### src/rtl/cdb_if.sv
// Common data bus bundle: per-unit result offers into the arbiter and the
// single registered broadcast leaving it.
interface cdb_if #(
  parameter int NREQ = 4,
  parameter int DW   = 32,
  parameter int TW   = 4
);
  localparam int SRCW = (NREQ > 1) ? $clog2(NREQ) : 1;

  logic [NREQ-1:0]    req_valid;
  logic [NREQ*TW-1:0] req_tag;
  logic [NREQ*DW-1:0] req_data;
  logic [NREQ-1:0]    req_ready;
  logic               cdb_valid;
  logic [TW-1:0]      cdb_tag;
  logic [DW-1:0]      cdb_data;
  logic [SRCW-1:0]    cdb_src;

  modport master (
    output req_valid, req_tag, req_data,
    input  req_ready, cdb_valid, cdb_tag, cdb_data, cdb_src
  );

  modport slave (
    input  req_valid, req_tag, req_data,
    output req_ready, cdb_valid, cdb_tag, cdb_data, cdb_src
  );
endinterface

### src/rtl/cdb_arbiter.sv
// CDB arbiter: one small FIFO per functional unit, round-robin selection of a
// non-empty head, one registered {tag,data} broadcast per cycle.
module cdb_arbiter #(
  parameter int NREQ  = 4,
  parameter int DW    = 32,
  parameter int TW    = 4,
  parameter int DEPTH = 2
) (
  input  logic clk,
  input  logic rst,
  input  logic rdy,
  input  logic clear,
  cdb_if.slave bus
);
  localparam int SRCW = (NREQ > 1) ? $clog2(NREQ) : 1;
  localparam int PW   = $clog2(DEPTH);
  localparam int CW   = PW + 1;
  localparam int EW   = TW + DW;

  logic [NREQ-1:0]    eligible;
  logic [NREQ-1:0]    ready;
  logic [NREQ-1:0]    push;
  logic [NREQ-1:0]    pop;
  logic [NREQ*EW-1:0] heads;
  logic [SRCW-1:0]    rr_ptr;
  logic [SRCW-1:0]    win_idx;
  logic               win_found;
  logic [EW-1:0]      win_entry;
  logic               advance;

  function automatic logic [SRCW-1:0] wrap_idx(input logic [SRCW-1:0] base, input int off);
    int s;
    s = int'(base) + off;
    if (s >= NREQ) s = s - NREQ;
    return SRCW'(s);
  endfunction

  assign advance       = rdy & ~clear;
  assign bus.req_ready = ready;

  // Scan offsets from farthest to nearest so the nearest eligible index wins.
  always_comb begin
    win_found = 1'b0;
    win_idx   = '0;
    for (int k = NREQ - 1; k >= 0; k--) begin
      if (eligible[wrap_idx(rr_ptr, k)]) begin
        win_found = 1'b1;
        win_idx   = wrap_idx(rr_ptr, k);
      end
    end
  end

  assign win_entry = heads[win_idx*EW +: EW];

  for (genvar g = 0; g < NREQ; g++) begin : g_fifo
    logic [EW-1:0] mem [DEPTH];
    logic [PW-1:0] wr_ptr;
    logic [PW-1:0] rd_ptr;
    logic [CW-1:0] count;

    assign eligible[g]       = (count != '0);
    assign ready[g]          = (count != CW'(DEPTH));
    assign push[g]           = advance & bus.req_valid[g] & ready[g];
    assign pop[g]            = advance & win_found & (win_idx == SRCW'(g));
    assign heads[g*EW +: EW] = mem[rd_ptr];

    always_ff @(posedge clk or negedge rst) begin
      if (!rst) begin
        wr_ptr <= '0;
        rd_ptr <= '0;
        count  <= '0;
      end else if (rdy) begin
        if (clear) begin
          wr_ptr <= '0;
          rd_ptr <= '0;
          count  <= '0;
        end else begin
          if (push[g]) wr_ptr <= wr_ptr + PW'(1);
          if (pop[g])  rd_ptr <= rd_ptr + PW'(1);
          case ({push[g], pop[g]})
            2'b10:   count <= count + CW'(1);
            2'b01:   count <= count - CW'(1);
            default: count <= count;
          endcase
        end
      end
    end

    always_ff @(posedge clk) begin
      if (push[g]) mem[wr_ptr] <= {bus.req_tag[g*TW +: TW], bus.req_data[g*DW +: DW]};
    end
  end

  // Broadcast stage: registered CDB outputs and round-robin pointer.
  always_ff @(posedge clk or negedge rst) begin
    if (!rst) begin
      rr_ptr        <= '0;
      bus.cdb_valid <= 1'b0;
      bus.cdb_tag   <= '0;
      bus.cdb_data  <= '0;
      bus.cdb_src   <= '0;
    end else if (rdy) begin
      if (clear) begin
        rr_ptr        <= '0;
        bus.cdb_valid <= 1'b0;
        bus.cdb_tag   <= '0;
        bus.cdb_data  <= '0;
      end else if (win_found) begin
        rr_ptr        <= wrap_idx(win_idx, 1);
        bus.cdb_valid <= 1'b1;
        bus.cdb_tag   <= win_entry[EW-1 -: TW];
        bus.cdb_data  <= win_entry[DW-1:0];
        bus.cdb_src   <= win_idx;
      end else begin
        bus.cdb_valid <= 1'b0;
        bus.cdb_tag   <= '0;
        bus.cdb_data  <= '0;
      end
    end
  end
endmodule
### src/flat_wrapper.sv
// flat-port wrapper written by rule: the top's interface ports become plain ports
module cdb_arbiter_flat 
#(
  parameter int NREQ  = 4,
  parameter int DW    = 32,
  parameter int TW    = 4,
  parameter int DEPTH = 2
)
  (clk, rst, rdy, clear, bus_req_valid, bus_req_tag, bus_req_data, bus_req_ready, bus_cdb_valid, bus_cdb_tag, bus_cdb_data, bus_cdb_src);
  cdb_if #(.NREQ(NREQ), .DW(DW), .TW(TW)) bus_i ();
  input  logic clk;
  input  logic rst;
  input  logic rdy;
  input  logic clear;
  input wire logic [$bits(bus_i.req_valid)-1:0] bus_req_valid;
  input wire logic [$bits(bus_i.req_tag)-1:0] bus_req_tag;
  input wire logic [$bits(bus_i.req_data)-1:0] bus_req_data;
  output wire logic [$bits(bus_i.req_ready)-1:0] bus_req_ready;
  output wire logic [$bits(bus_i.cdb_valid)-1:0] bus_cdb_valid;
  output wire logic [$bits(bus_i.cdb_tag)-1:0] bus_cdb_tag;
  output wire logic [$bits(bus_i.cdb_data)-1:0] bus_cdb_data;
  output wire logic [$bits(bus_i.cdb_src)-1:0] bus_cdb_src;
  assign bus_i.req_valid = bus_req_valid;
  assign bus_i.req_tag = bus_req_tag;
  assign bus_i.req_data = bus_req_data;
  assign bus_req_ready = bus_i.req_ready;
  assign bus_cdb_valid = bus_i.cdb_valid;
  assign bus_cdb_tag = bus_i.cdb_tag;
  assign bus_cdb_data = bus_i.cdb_data;
  assign bus_cdb_src = bus_i.cdb_src;
  cdb_arbiter #(.NREQ(NREQ), .DW(DW), .TW(TW), .DEPTH(DEPTH)) u_core (.clk(clk), .rst(rst), .rdy(rdy), .clear(clear), .bus(bus_i));
endmodule
### config.mk
export PLATFORM = sky130hd
export DESIGN_NAME = cdb_arbiter_flat
export DESIGN_NICKNAME = d
export VERILOG_FILES = /design/src/rtl/cdb_if.sv /design/src/rtl/cdb_arbiter.sv /design/src/flat_wrapper.sv
export SDC_FILE = /design/constraint.sdc
export NUM_CORES = 1
export LEC_CHECK = 0
export CAP_MARGIN = 20
export CORE_MARGIN = 2
export CORE_UTILIZATION = 35
export CTS_BUF_LIST = sky130_fd_sc_hd__clkbuf_4 sky130_fd_sc_hd__clkbuf_8
export DETAILED_ROUTE_END_ITERATION = 8
export PLACE_DENSITY = 0.64
export SYNTH_ARGS = -nofsm -noshare
export SYNTH_HDL_FRONTEND = slang
export SYNTH_SLANG_ARGS = --single-unit
### constraint.sdc
create_clock -name clk -period 7.8 [get_ports clk]
set_clock_uncertainty 0.15 [all_clocks]
set_input_delay 1.56 -clock clk [delete_from_list [all_inputs] [get_ports clk]]
set_output_delay 1.56 -clock clk [all_outputs]
set_load 0.01 [all_outputs]
==> metrics.yaml, run 1 <==
floorplanning:
  start_util_pct: 35.4
  die_h_um: 205
  dieArea_sq_um: 41800
  pin_count: 195
  placementRows: 73
  core_sq_um: 39700
  dieWidth_um: 205
grt:
  antenna_found_initial: 0
  grtUsageTotal_pct: 16.9
  grt-ovfl-total: 0
  grt_pass1_vias: 8762
  grt_pass1_wl_mm: 52.2
  grt_max_degree: 58
logic_synthesis:
  synth_area_leaders: "edfxtp_1 61%, dfrtp_1 10%, mux2i_1 9.1%"
  synth_cells: 879
  ys_ff_latch: 345
  synthFlopType: "edfxtp_1"
  ys_types: 60
  syn_avg_cell_area_sq_um: 16.0
  ys_seq_area_share_pct: 71.6
  synthArstFlopShare_pct: 16.5
  synth_edf_count: 288
  yosysWarnings: 0
  netlist_area_sq_um: 14100
  yosys.area.top_type: "edfxtp_1"
  synth.most_common_cell: "edfxtp_1"
  netlist.area_leader.share_pct: 61.5
  syn_nets: 1031
  synth_commonest_cells: "288 x edfxtp_1, 128 x mux2i_1, 65 x nand2_1"
sta:
  finalHoldViolCount: 0
  fin_crit_ns: 4.24
  setup_viol: 0
  maxSlewHeadroom_pct: 29.1
  tns_ns: 0
  fin_crit_sh_pct: 54.4
  rsz0062_at_grt: "no"
  slew_violations: 0
  worst_slack_ns: 3.56
  tightest_slew_ns: 1.06
  max_freq_ghz: 0.236
worst_setup_path:
  cp_num_buf_inv: 2
  timing.reg2reg.setup_slack_ns: 4.80
  cp.depth: 7
  ff2ff_path_depth: 7
  cp_max_fo: 30
  worstPathCellList: "clkdlybuf4s50_1 -> nand2b_1 -> a21o_2 -> buf_4 -> or3_1 -> o41ai_1 -> a211o_1"
  cp_slowest_cell: "clkdlybuf4s50_1"
  max_stage_delay_ns: 0.96
  crit_family: "buffers and inverters"
  reg2reg_from: "u_core.g_fifo[3].count[0]"
  endpoint_kind: "flip-flop"
  critPathRequiredTime_ns: 8.15
  path_class: "input port to flip-flop"
  arrival_ns: 4.59
  r2r_end: "u_core.bus.cdb_data[16]"
  cp-start-kind: "input port"
power:
  pwr_density_cell_nw_per_um2: 354
  vdd_drop_max_mv: 0.222
  total_power_uw: 6330
  p_leak_uw: 0.00629
placement:
  port_buffers: 194
  dpl.hpwl_mm: 22.9
  place.gp.congestion: 0.736
  dp_slack_ns: 2.92
min_path:
  hp-start: "u_core.bus.cdb_valid"
  min_path_cells: 1
  min_path_type: "flip-flop to flip-flop"
  min_to: "u_core.bus.cdb_valid"
final_layout:
  final_nets: 1252
  final_util_pct: 45.0
  area_growth_pct: 27.1
  drive_above_1_share_pct: 19.0
  fillers: 3578
cts:
  path_clk_slew_ns: 0.06
  clock_latency_ns: 0.62
  htree_num_levels: 2
  cts_tree: "done"
  postCtsSetupBuffers: 0
  cts_hold_buf: 0
  ctsResizeCount: 0
  cts_buffer_depth: 3
  cts_buffers: 59
  cts-root-buf: "clkbuf_8"
  cts_sinks: 345
route:
  routedWlPerCell_um: 21.2
  drc: 0
  ant_nets: 0
  vias_per_cell: 5.00
  drtIter0Drc: 553
  first_pass_iters: 5
  totalWireLength_mm: 35.6
  via_count: 8385
run_status:
  status: "finished clean"
job:
  maxCapViolCount: 0
## metal layers
metal / wire length, um / track usage (%) / share of wire, %
met5: 0 / 0 / 0
met3: 1720 / 3.58 / 4.8
met4: 859 / 5.18 / 2.4
met2: 17600 / 28.9 / 50
met1: 15400 / 21.5 / 43
## area by class of cell
cell class | count | area, sq um | area share (%)
Antenna cell | 1 | 2.50 | 0.0140
Clock buffer | 92 | 1140 | 6.38
Clock inverter | 19 | 86.3 | 0.483
Inverter | 37 | 139 | 0.776
Multi-Input combinational cell | 444 | 3670 | 20.5
Sequential cell | 345 | 10100 | 56.3
Tap cell | 525 | 657 | 3.67
Timing Repair Buffer | 213 | 2110 | 11.8
## state kept, by name, indices dropped and copies added (netlist names)
register              count
u_core.bus.cdb_src        2
u_core.g_fifo.rd_ptr      4
u_core.g_fifo.wr_ptr      4
u_core.bus.cdb_tag        4
u_core.g_fifo.count       8
u_core.bus.cdb_valid      1
u_core.g_fifo.mem       288
u_core.rr_ptr             2
u_core.bus.cdb_data      32
## cells in the final DEF, fill, tap and decap left out, types with 5 or more instances in the layout
| cell type | n |
|---|---|
| o21ai_0 | 9 |
| dfrtp_1 | 53 |
| o32ai_1 | 6 |
| clkdlybuf4s50_1 | 192 |
| a21oi_1 | 33 |
| o32ai_2 | 20 |
| clkinv_2 | 8 |
| o22ai_1 | 29 |
| buf_4 | 18 |
| nor3_2 | 6 |
| mux2i_1 | 128 |
| nor3_1 | 5 |
| clkinv_1 | 11 |
| clkbuf_4 | 20 |
| nor2_1 | 8 |
| o2bb2ai_1 | 13 |
| inv_1 | 35 |
| clkbuf_8 | 72 |
| edfxtp_1 | 288 |
| mux2_2 | 50 |
| nand2_1 | 65 |
## power by group
group / total, uW / internal [uW] / switching (uW)
clock network: 1650 / 927 / 720
logic: 2230 / 983 / 1250
registers: 2450 / 2210 / 242
## cells by family (layout without fill, tap and decap cells)
family                 after synthesis  count (layout)  share of synthesized area [%]
XOR/XNOR                             2               2                          0.125
flip-flops                         345             345                           71.6
buffers and inverters               90             361                           2.85
AO/OA/AOI/OAI                      153             153                           8.79
other                                0               1                              0
multiplexers                       178             178                           13.1
AND/OR/NAND/NOR                    111             111                           3.53
## through the flow
stage	hold slack, ns	cells	instance area (sq um)
floorplan	0.366	879	14100
finish	0.345	1676	17900
global placement	0.320	1562	16600
global route	0.371	1675	17900
CTS	0.342	1674	17900
detailed placement	0.330	1563	16600
## how the worst max path moves through the flow
stage | slack [ns] | end | start
after CTS | 3.61 | u_core.g_fifo[2].count[0] | clear
after detailed placement | 2.92 | u_core.g_fifo[2].count[0] | clear
after global routing | 3.46 | u_core.g_fifo[2].count[0] | clear
after global placement | 3.02 | u_core.g_fifo[2].count[0] | clear
after floorplan | 2.60 | u_core.g_fifo[0].mem[0][0] | clear
final | 3.56 | u_core.g_fifo[2].count[0] | clear
No activity file was read; power rests on OpenSTA's default activity.
==> run 2: changes to the inputs <==
==> constraint.sdc (replaced) <==
create_clock -name clk -period 4.23 [get_ports clk]
set_clock_uncertainty 0.15 [all_clocks]
set_input_delay 0.846 -clock clk [delete_from_list [all_inputs] [get_ports clk]]
set_output_delay 0.846 -clock clk [all_outputs]
set_load 0.01 [all_outputs]
==> metrics.yaml, run 2 (synthesized netlist as in run 1, its figures left out) <==
worst_setup_path:
  cp_max_fo: 10  # -67%
  critPathRequiredTime_ns: 3.23  # -4.92 ns
  cp_slowest_cell: "clkdlybuf4s50_1"
  worstPathCellList: "inv_1 -> nand2_1 -> clkdlybuf4s50_1"
  endpoint_kind: "primary output"
  cp-start-kind: "flip-flop"
  path_class: "flip-flop to primary output"
  arrival_ns: 2.00  # -2.59 ns
  crit_family: "buffers and inverters"
  cp_num_buf_inv: 2  # unchanged
  max_stage_delay_ns: 0.61  # -0.35 ns
grt:
  antenna_found_initial: 0  # unchanged
  grt-ovfl-total: 0  # unchanged
  grt_pass1_wl_mm: 53.6  # +2.6%
  grt_max_degree: 58  # unchanged
  grtUsageTotal_pct: 17.4  # +0.54 points
  grt_pass1_vias: 8682  # -0.91%
route:
  drc: 0  # unchanged
  ant_nets: 0  # unchanged
  totalWireLength_mm: 36.6  # +2.9%
  vias_per_cell: 5.00  # about the same
  routedWlPerCell_um: 21.8  # +2.9%
  first_pass_iters: 5  # unchanged
  drtIter0Drc: 492  # -11%
  via_count: 8383  # -0.024%
cts:
  cts-root-buf: "clkbuf_8"
  ctsResizeCount: 0  # unchanged
  cts_hold_buf: 0  # unchanged
  cts_buffer_depth: 3  # unchanged
  clock_latency_ns: 0.62  # about the same
  cts_tree: "done"
  postCtsSetupBuffers: 0  # unchanged
  cts_buffers: 56  # -5.1%
  htree_num_levels: 2  # unchanged
  path_clk_slew_ns: 0.06  # about the same
  cts_sinks: 345  # unchanged
final_layout:
  reg.largest.list: "u_core.g_fifo.mem x288, u_core.bus.cdb_data x32, u_core.g_fifo.count x8"
  largest_reg_flops: 288  # unchanged
  final_common_cell: "edfxtp_1"
  fillers: 3507  # -2.0%
  final_nets: 1256  # +0.32%
  final_util_pct: 45.3  # +0.27 points
  layout.cells.most_common_list: "288 x edfxtp_1, 192 x clkdlybuf4s50_1, 128 x mux2i_1"
  regMostFlops: "u_core.g_fifo.mem"
  area_growth_pct: 27.9
  drive_above_1_share_pct: 19.2  # +0.24 points
  fin_cells: 1677  # +0.060%
sta:
  setup_viol: 0  # unchanged
  maxSlewHeadroom_pct: 33.5  # +4.4 points
  slew_violations: 0  # unchanged
  whs_ns: 0.180  # -0.165 ns
  tns_ns: 0  # unchanged
  finalHoldViolCount: 0  # unchanged
  fin_crit_ns: 3.00
  tightest_slew_ns: 0.994  # -0.0695 ns
  max_freq_ghz: 0.334
  fin_crit_sh_pct: 70.9
  rsz0062_at_grt: "no"
  worst_slack_ns: 1.23  # -2.32 ns
placement:
  dp_slack_ns: 0.732  # -2.19 ns
  port_buffers: 194  # unchanged
  place.gp.congestion: 0.804  # +9.3%
  dpl.hpwl_mm: 24.2  # +5.6%
  place_inst: 1571  # +0.51%
power:
  pwr_density_cell_nw_per_um2: 658  # +86%
  p_leak_uw: 0.00633  # +0.71%
  vdd_drop_max_mv: 0.396  # +79%
floorplanning:
  core_sq_um: 39700  # unchanged
  dieWidth_um: 205  # unchanged
  start_util_pct: 35.4  # unchanged
  placementRows: 73  # unchanged
  dieArea_sq_um: 41800  # unchanged
  pin_count: 195  # unchanged
  die_h_um: 205  # unchanged
min_path:
  min_path_type: "input port to async pin"
run_status:
  status: "finished clean"
job:
  maxCapViolCount: 0  # unchanged
-- run 2: changes by cell type in the layout (fill, tap and decap cells not counted) --
| cell | previous run | this run |
|---|---|---|
| buf_12 | 1 | 3 |
| buf_4 | 18 | 24 |
| bufinv_16 | 0 | 6 |
| clkinv_2 | 8 | 11 |
| clkinvlp_4 | 0 | 2 |
| clkbuf_8 | 72 | 66 |
| clkinv_1 | 11 | 9 |
| clkinv_4 | 1 | 0 |
| buf_16 | 1 | 0 |
| clkbuf_4 | 20 | 12 |
-- run 2: report_power, final --
part,switching [uW],internal [uW]
Combinational,2300,1810
Sequential,449,4070
Clock,1320,1890
Total,4070,7770
-- run 2: cell type report --
class | count | area, sq um | share of cell area (%)
Clock inverter | 27 | 280 | 1.56
Multi-Input combinational cell | 444 | 3670 | 20.4
Clock buffer | 78 | 998 | 5.55
Sequential cell | 345 | 10100 | 56.0
Antenna cell | 1 | 2.50 | 0.0139
Tap cell | 525 | 657 | 3.65
Timing Repair Buffer | 220 | 2170 | 12.0
Inverter | 37 | 139 | 0.772
-- run 2: layer usage --
layer | global-route usage, % | vias up | routed length, um
li1 | - | 3856 | -
met1 | 22.7 | 4196 | 15600
met2 | 29.3 | 274 | 18000
met3 | 3.04 | 57 | 1980
met4 | 6.39 | 0 | 981
met5 | 0 | - | 0
-- run 2: path summary, 6_finish.rpt --
path,start,endpoint,slack (ns),depth (start not counted)
max,u_core.g_fifo[0].count[0],bus_req_ready[0],1.23,3
min,rst,u_core.bus.cdb_data[22],0.18,1
max reg2reg,u_core.rr_ptr[1],u_core.bus.cdb_tag[1],1.38,6
min reg2reg,u_core.bus.cdb_data[31],u_core.bus.cdb_data[31],0.38,1
max in group asynchronous,rst,u_core.g_fifo[1].rd_ptr,3.15,1
min in group clk,u_core.bus.cdb_data[31],u_core.bus.cdb_data[31],0.38,1
-- run 2: per-stage QoR --
step	cell area, sq um	total power (uW)
6_report	18000	11800
5_1_grt	18000	12500
4_1_cts	18000	12000
3_5_place_dp	16700	8740
3_3_place_gp	16700	8660
2_1_floorplan	14100	7210
